`src/rtl/adder_result_fifo.sv`:
```
// Registered result buffer for adder_32bit: valid/ready FIFO of {carry, sum} plus a saturating carry-out counter.
// Optional per-entry zero flag and out_zero port when ADDER_RES_ZERO_FLAG_EN is defined.
module adder_result_fifo #(
    parameter int DEPTH = 4,
    parameter int CNT_W = 8
) (
    input  logic                     clk,
    input  logic                     rst_n,
    input  logic                     clr,
    input  logic                     in_valid,
    output logic                     in_ready,
    input  logic [31:0]              in_sum,
    input  logic                     in_cout,
    output logic                     out_valid,
    input  logic                     out_ready,
    output logic [31:0]              out_sum,
    output logic                     out_cout,
`ifdef ADDER_RES_ZERO_FLAG_EN
    output logic                     out_zero,
`endif
    output logic [$clog2(DEPTH):0]   level,
    output logic [CNT_W-1:0]         cout_cnt
);

    localparam int PTR_W = $clog2(DEPTH);
    localparam int LVL_W = PTR_W + 1;
`ifdef ADDER_RES_ZERO_FLAG_EN
    localparam int ENTRY_W = 34;
`else
    localparam int ENTRY_W = 33;
`endif

    logic [ENTRY_W-1:0] mem_r [DEPTH];
    logic [ENTRY_W-1:0] entry_in_s;
    logic [ENTRY_W-1:0] head_r;
    logic [ENTRY_W-1:0] head_nxt_s;
    logic [PTR_W-1:0]   wr_ptr_r;
    logic [PTR_W-1:0]   rd_ptr_r;
    logic [PTR_W-1:0]   wr_nxt_s;
    logic [PTR_W-1:0]   rd_nxt_s;
    logic [LVL_W-1:0]   level_r;
    logic [LVL_W-1:0]   lvl_nxt_s;
    logic [CNT_W-1:0]   cnt_r;
    logic [CNT_W-1:0]   cnt_nxt_s;
    logic               in_ready_r;
    logic               out_valid_r;
    logic               push_s;
    logic               pop_s;

`ifdef ADDER_RES_ZERO_FLAG_EN
    assign entry_in_s = {(in_sum == 32'h0000_0000), in_cout, in_sum};
    assign out_zero   = head_r[33];
`else
    assign entry_in_s = {in_cout, in_sum};
`endif

    assign push_s    = in_valid & in_ready_r;
    assign pop_s     = out_valid_r & out_ready;
    assign in_ready  = in_ready_r;
    assign out_valid = out_valid_r;
    assign out_sum   = head_r[31:0];
    assign out_cout  = head_r[32];
    assign level     = level_r;
    assign cout_cnt  = cnt_r;

    // Next-state for pointers, occupancy, counter and the pre-fetched head entry.
    always_comb begin
        wr_nxt_s   = wr_ptr_r;
        rd_nxt_s   = rd_ptr_r;
        lvl_nxt_s  = level_r;
        cnt_nxt_s  = cnt_r;
        head_nxt_s = '0;
        if (clr) begin
            wr_nxt_s  = '0;
            rd_nxt_s  = '0;
            lvl_nxt_s = '0;
            cnt_nxt_s = '0;
        end else begin
            if (push_s) begin
                wr_nxt_s = wr_ptr_r + PTR_W'(1);
            end else begin
                wr_nxt_s = wr_ptr_r;
            end
            if (pop_s) begin
                rd_nxt_s = rd_ptr_r + PTR_W'(1);
            end else begin
                rd_nxt_s = rd_ptr_r;
            end
            case ({push_s, pop_s})
                2'b10:   lvl_nxt_s = level_r + LVL_W'(1);
                2'b01:   lvl_nxt_s = level_r - LVL_W'(1);
                default: lvl_nxt_s = level_r;
            endcase
            if (push_s && in_cout && (cnt_r != {CNT_W{1'b1}})) begin
                cnt_nxt_s = cnt_r + CNT_W'(1);
            end else begin
                cnt_nxt_s = cnt_r;
            end
        end
        // Head is registered; a push landing at the new head slot is forwarded from the input.
        if (lvl_nxt_s == LVL_W'(0)) begin
            head_nxt_s = '0;
        end else if (push_s && !clr && (wr_ptr_r == rd_nxt_s)) begin
            head_nxt_s = entry_in_s;
        end else begin
            head_nxt_s = mem_r[rd_nxt_s];
        end
    end

    // Control and output registers.
    always_ff @(posedge clk or negedge rst_n) begin
        if (!rst_n) begin
            wr_ptr_r    <= '0;
            rd_ptr_r    <= '0;
            level_r     <= '0;
            cnt_r       <= '0;
            head_r      <= '0;
            in_ready_r  <= 1'b1;
            out_valid_r <= 1'b0;
        end else begin
            wr_ptr_r    <= wr_nxt_s;
            rd_ptr_r    <= rd_nxt_s;
            level_r     <= lvl_nxt_s;
            cnt_r       <= cnt_nxt_s;
            head_r      <= head_nxt_s;
            in_ready_r  <= (lvl_nxt_s != LVL_W'(DEPTH));
            out_valid_r <= (lvl_nxt_s != LVL_W'(0));
        end
    end

    // Entry storage; contents are don't-care after reset.
    always_ff @(posedge clk) begin
        if (push_s && !clr) begin
            mem_r[wr_ptr_r] <= entry_in_s;
        end
    end

endmodule

```
`config.mk`:
```
export PLATFORM = sky130hd
export DESIGN_NAME = adder_result_fifo
export DESIGN_NICKNAME = d
export VERILOG_FILES = /design/src/rtl/adder_result_fifo.sv
export SDC_FILE = /design/constraint.sdc
export NUM_CORES = 1
export LEC_CHECK = 0
export ABC_AREA = 1
export CORE_UTILIZATION = 32
export CTS_CLUSTER_DIAMETER = 50
export DETAILED_ROUTE_END_ITERATION = 8
export PLACE_DENSITY = 0.59
export SETUP_SLACK_MARGIN = 0.02
export SLEW_MARGIN = 20
export SYNTH_ARGS = -nofsm -noshare
export SYNTH_HDL_FRONTEND = slang
export SYNTH_SLANG_ARGS = --single-unit
```
`constraint.sdc`:
```
create_clock -name clk -period 4.06 [get_ports clk]
set_clock_uncertainty 0.15 [all_clocks]
set_input_delay 0.609 -clock clk [delete_from_list [all_inputs] [get_ports clk]]
set_output_delay 0.609 -clock clk [all_outputs]
set_load 0.01 [all_outputs]
```
==> results <==
- The run finished with clean final reports.
- The largest net degree at the start of global routing is 68.
- TritonCTS created 17 clock buffers.
- The number of global-route vias before repair came to 5609.
- The cell area after synthesis is 8340 sq um.
- The worst voltage drop across the vdd grid is 0.000321 V.
- The detailed-placement wirelength estimate is 11900 um.
- The worst setup path is of the in2reg kind.
- Of the available clock period, the critical path in the final layout requires 78.7%.
- Summed over all failing endpoints, the final setup total negative slack is 0 ns.
- The design internal power is 3.65 mW.
- The layout net count is 994.
- The initial antenna violation count is 0.
- The overall routed net length is 19800 um.
- The sequential area share after synthesis is 62.6%.
- Gates resized during post-CTS repair numbered 0.
- The share of total power dissipated in combinational logic is 27.5%.
- The transition time at the pin with the least slew margin is 0.970 ns.
- The worst hold path belongs to the class in2async.
- The kind of cell with the highest combined delay along the critical path is simple AND/OR/NAND/NOR gates.
- Global routing used 15.4% of the available tracks.
- The synthesized netlist net count is 923.
- The share of total power dissipated in sequential elements is 43.3%.
- The total congestion overflow is 0.
- The core footprint is 25400 sq um.
- After clock tree synthesis, the flow added hold-fix buffers numbering 0.
- Summed over all instances, the cell type with the most area after synthesis is edfxtp_1.
- Clock tree synthesis found a total of 182 sinks.
- The average footprint of a synthesized cell is 9.50 sq um.
- The leakage component of the power is 4.54 nW.
- The die covers 26700 sq um.
- The first TritonRoute pass finished after 6 iterations.
- The count of cell instances traversed by the critical path is 9.
- The number of I/O pins is 84.
- The number of cell rows is 58.
- The routed layout has 5993 vias.
- The required time at the endpoint of the critical path is 4.26 ns.
- The CTS tree is yes.
- The die extent in x is 163 um.
- The power per standard cell area is 529 nW/um^2.
- The clock root buffer is clkbuf_16.
- Compared with the post-synthesis result, the final layout area differs by 20.8%.
- The setup slack after layout is 0.866 ns.
- The area occupied by registers is 5220 sq um.
- In this run switching power makes up 31.5% of total power.
- The largest incremental delay on the critical path is 0.74 ns.
- After synthesis the netlist holds a flip-flop and latch count of 182.
- The hold violation total from the final report was 0.
- Timing would allow up to 0.313 GHz.
- Fill cells in the final layout number 2511.
- The detail-routed via count per cell is 4.64.
- The arrival time of the worst setup path is 3.40 ns.
- The footprint of the multi-input gates is 2220 sq um.
- In the final layout, the share of cells above drive strength 1 is 6.55%.
- Counting I/O delays and the setup requirement, the final critical path takes 3.19 ns.
- Ranked by total cell area, the synthesized netlist is headed by edfxtp_1, dfrtp_1, inv_1, nand2_1, nand3_1.
- The number of buffers added for setup after CTS is 0.
- The Yosys step of the flow raised 0 warnings.
- The maximum clock insertion buffer count is 2.
- The number of endpoints failing setup at the final stage is 0.
- The nature of the critical path endpoint is a flop.
- The number of antenna repair diodes is 0.
- The first global-routing pass estimated 31200 um of wire.
- Setup repair after global routing left no endpoint under its margin.
- The count of max-cap constraint violations is 0.
- The critical path startpoint category is an input pin.
- The number of distinct standard cells referenced by the synthesized netlist is 30.
- The effective utilization at floorplan is 32.8%.
- After detailed routing, the average wire length per cell comes to 15.3 um.
- The share of the synthesized area in the top cell type is 47.5%.
- For this run, design rule violations remaining after detail routing come to 0.
- The die is 163 um tall.
- The number of pins exceeding their max-slew limit in the final report is 0.
- At the placement stage, the worst setup path has a slack of 0.441 ns.
- The worst register-to-register path has a depth of 8.
- The largest individual stage delay along the critical path comes from the cell nor2_4.
- The count of buffering cells on the critical path with inverters included is 1.
- The H-tree level count is 4.
- The worst relative slew slack is 35.2%.
- In the synthesized netlist, the number of instances is 878.
- The utilization after layout is 39.7%.
- After the first detailed-routing iteration, the DRC count stood at 457.
- The relative contribution of the clock network to total power is 29.2%.
- The signal on the critical path passes through clkdlybuf4s50_1 > nand3_2 > nand2_2 > nand3_4 > nand2_1 > nand2_1 > nor2_4 > nor2_1 > nor2_1.
- After clock tree synthesis, the clock-pin slew on the worst setup and hold paths is 0.06 ns.
- The switching power of the nets is 1.68 mW.
- Of all nets on the critical path, the largest fanout is 36.
- For flop-to-flop paths, the worst setup slack is 1.12 ns.
- The count of nets left with antenna violations once routing finished came out at 0.
- The source-to-sink clock delay at the later pin of the worst-skew pair is 0.42 ns.
- The number of I/O port buffers is 83.
- At the end of routability-driven placement, the weighted congestion stood at 0.776.
flip-flops by register name, summed over array words and instances (netlist names):
| signal | flops |
|---|---|
| cout_cnt | 8 |
| rd_ptr_r | 2 |
| head_r | 33 |
| wr_ptr_r | 2 |
| in_ready | 1 |
| mem_r | 132 |
| level | 3 |
| out_valid | 1 |
logic make-up after synthesis:
family | count (synthesis) | share of synthesized area [%]
AND/OR/NAND/NOR | 436 | 24.0
AO/OA/AOI/OAI | 14 | 0.961
flip-flops | 182 | 62.6
adder cells (fa/ha/maj) | 7 | 1.14
XOR/XNOR | 1 | 0.105
buffers and inverters | 238 | 11.2
Yosys cell counts:
cell type and instances:
nor2_4 1, edfxtp_1 132, dfstp_2 1, buf_1 2, nand4_1 72, a21oi_1 2
nand2_2 2, nor2_1 82, clkinv_1 1, nand3_4 1, nand2_1 165, buf_4 1
a31o_2 1, nand3_2 2, ha_1 6, nor2_2 1, and3_1 1, nand3_1 105
fa_1 1, nand3b_1 1, dfrtp_1 49, clkbuf_1 15, xnor2_1 1, buf_2 30
o21ai_0 9, o21ai_2 1, a21o_1 1, nor3b_1 1, nor3_1 2, inv_1 189
worst register-to-register path, stage by stage (launching register included):
cell     delay [ns]
dfrtp_1        0.43
nand3_2        0.34
nand2_2        0.22
nand3_4        0.42
nand2_1        0.19
nand2_1        0.10
nor2_4         0.74
nor2_1         0.13
nor2_1         0.15
per-layer routing:
layer | wire [um] | track usage [%] | share of wire, %
met1 | 8770 | 19.5 | 44
met2 | 9770 | 26.2 | 49
met3 | 997 | 3.38 | 5.0
met4 | 217 | 4.84 | 1.1
met5 | 0 | 0 | 0
cell type report:
cell class,count,share of cell area (%)
Multi-Input combinational cell,458,22.0
Sequential cell,182,51.8
Inverter,190,7.08
Tap cell,330,4.10
Clock buffer,19,4.40
Clock inverter,13,1.06
Timing Repair Buffer,100,9.59
per-stage QoR:
step	instance area, sq um	power, mW	hold WS [ns]	std cells
floorplan	8340	3.18	0.163	878
global placement	9520	3.81	0.377	1260
detailed placement	9520	3.83	0.384	1260
CTS	10100	5.39	0.0528	1292
global route	10100	5.61	0.0871	1292
finish	10100	5.33	0.0365	1292
power groups by stage:
stage	registers [mW]	logic [mW]	clock network [mW]
after global routing	2.33	1.63	1.65
after CTS	2.31	1.49	1.59
final	2.31	1.46	1.56
after floorplan	2.41	0.772	0
after global placement	2.36	1.46	0
after detailed placement	2.35	1.48	0
layout by cell type, fill, tap and decap left out, types with 2 or more instances in the layout:
cell type and count:
a21oi_1 2, buf_4 16, clkbuf_16 17, clkdlybuf4s50_1 82, clkinv_1 2, clkinv_2 6, clkinv_4 2, dfrtp_1 49
edfxtp_1 132, ha_1 6, inv_1 188, inv_6 2, nand2_1 165, nand2_2 2, nand3_1 105, nand3_2 2
nand4_1 72, nor2_1 78, nor2_4 5, nor3_1 2, o21ai_0 9
worst paths after layout:
path	end	from
max	head_r[3]$_DFF_PN0_	out_ready
min	cout_cnt[3]$_DFFE_PN0P_	rst_n
max reg2reg	head_r[3]$_DFF_PN0_	out_valid$_DFF_PN0_
min reg2reg	cout_cnt[1]$_DFFE_PN0P_	cout_cnt[1]$_DFFE_PN0P_
max in group asynchronous	wr_ptr_r[0]$_DFFE_PN0P_	rst_n
min in group clk	cout_cnt[1]$_DFFE_PN0P_	cout_cnt[1]$_DFFE_PN0P_
Note: power is estimated with default switching activity, not from simulation.
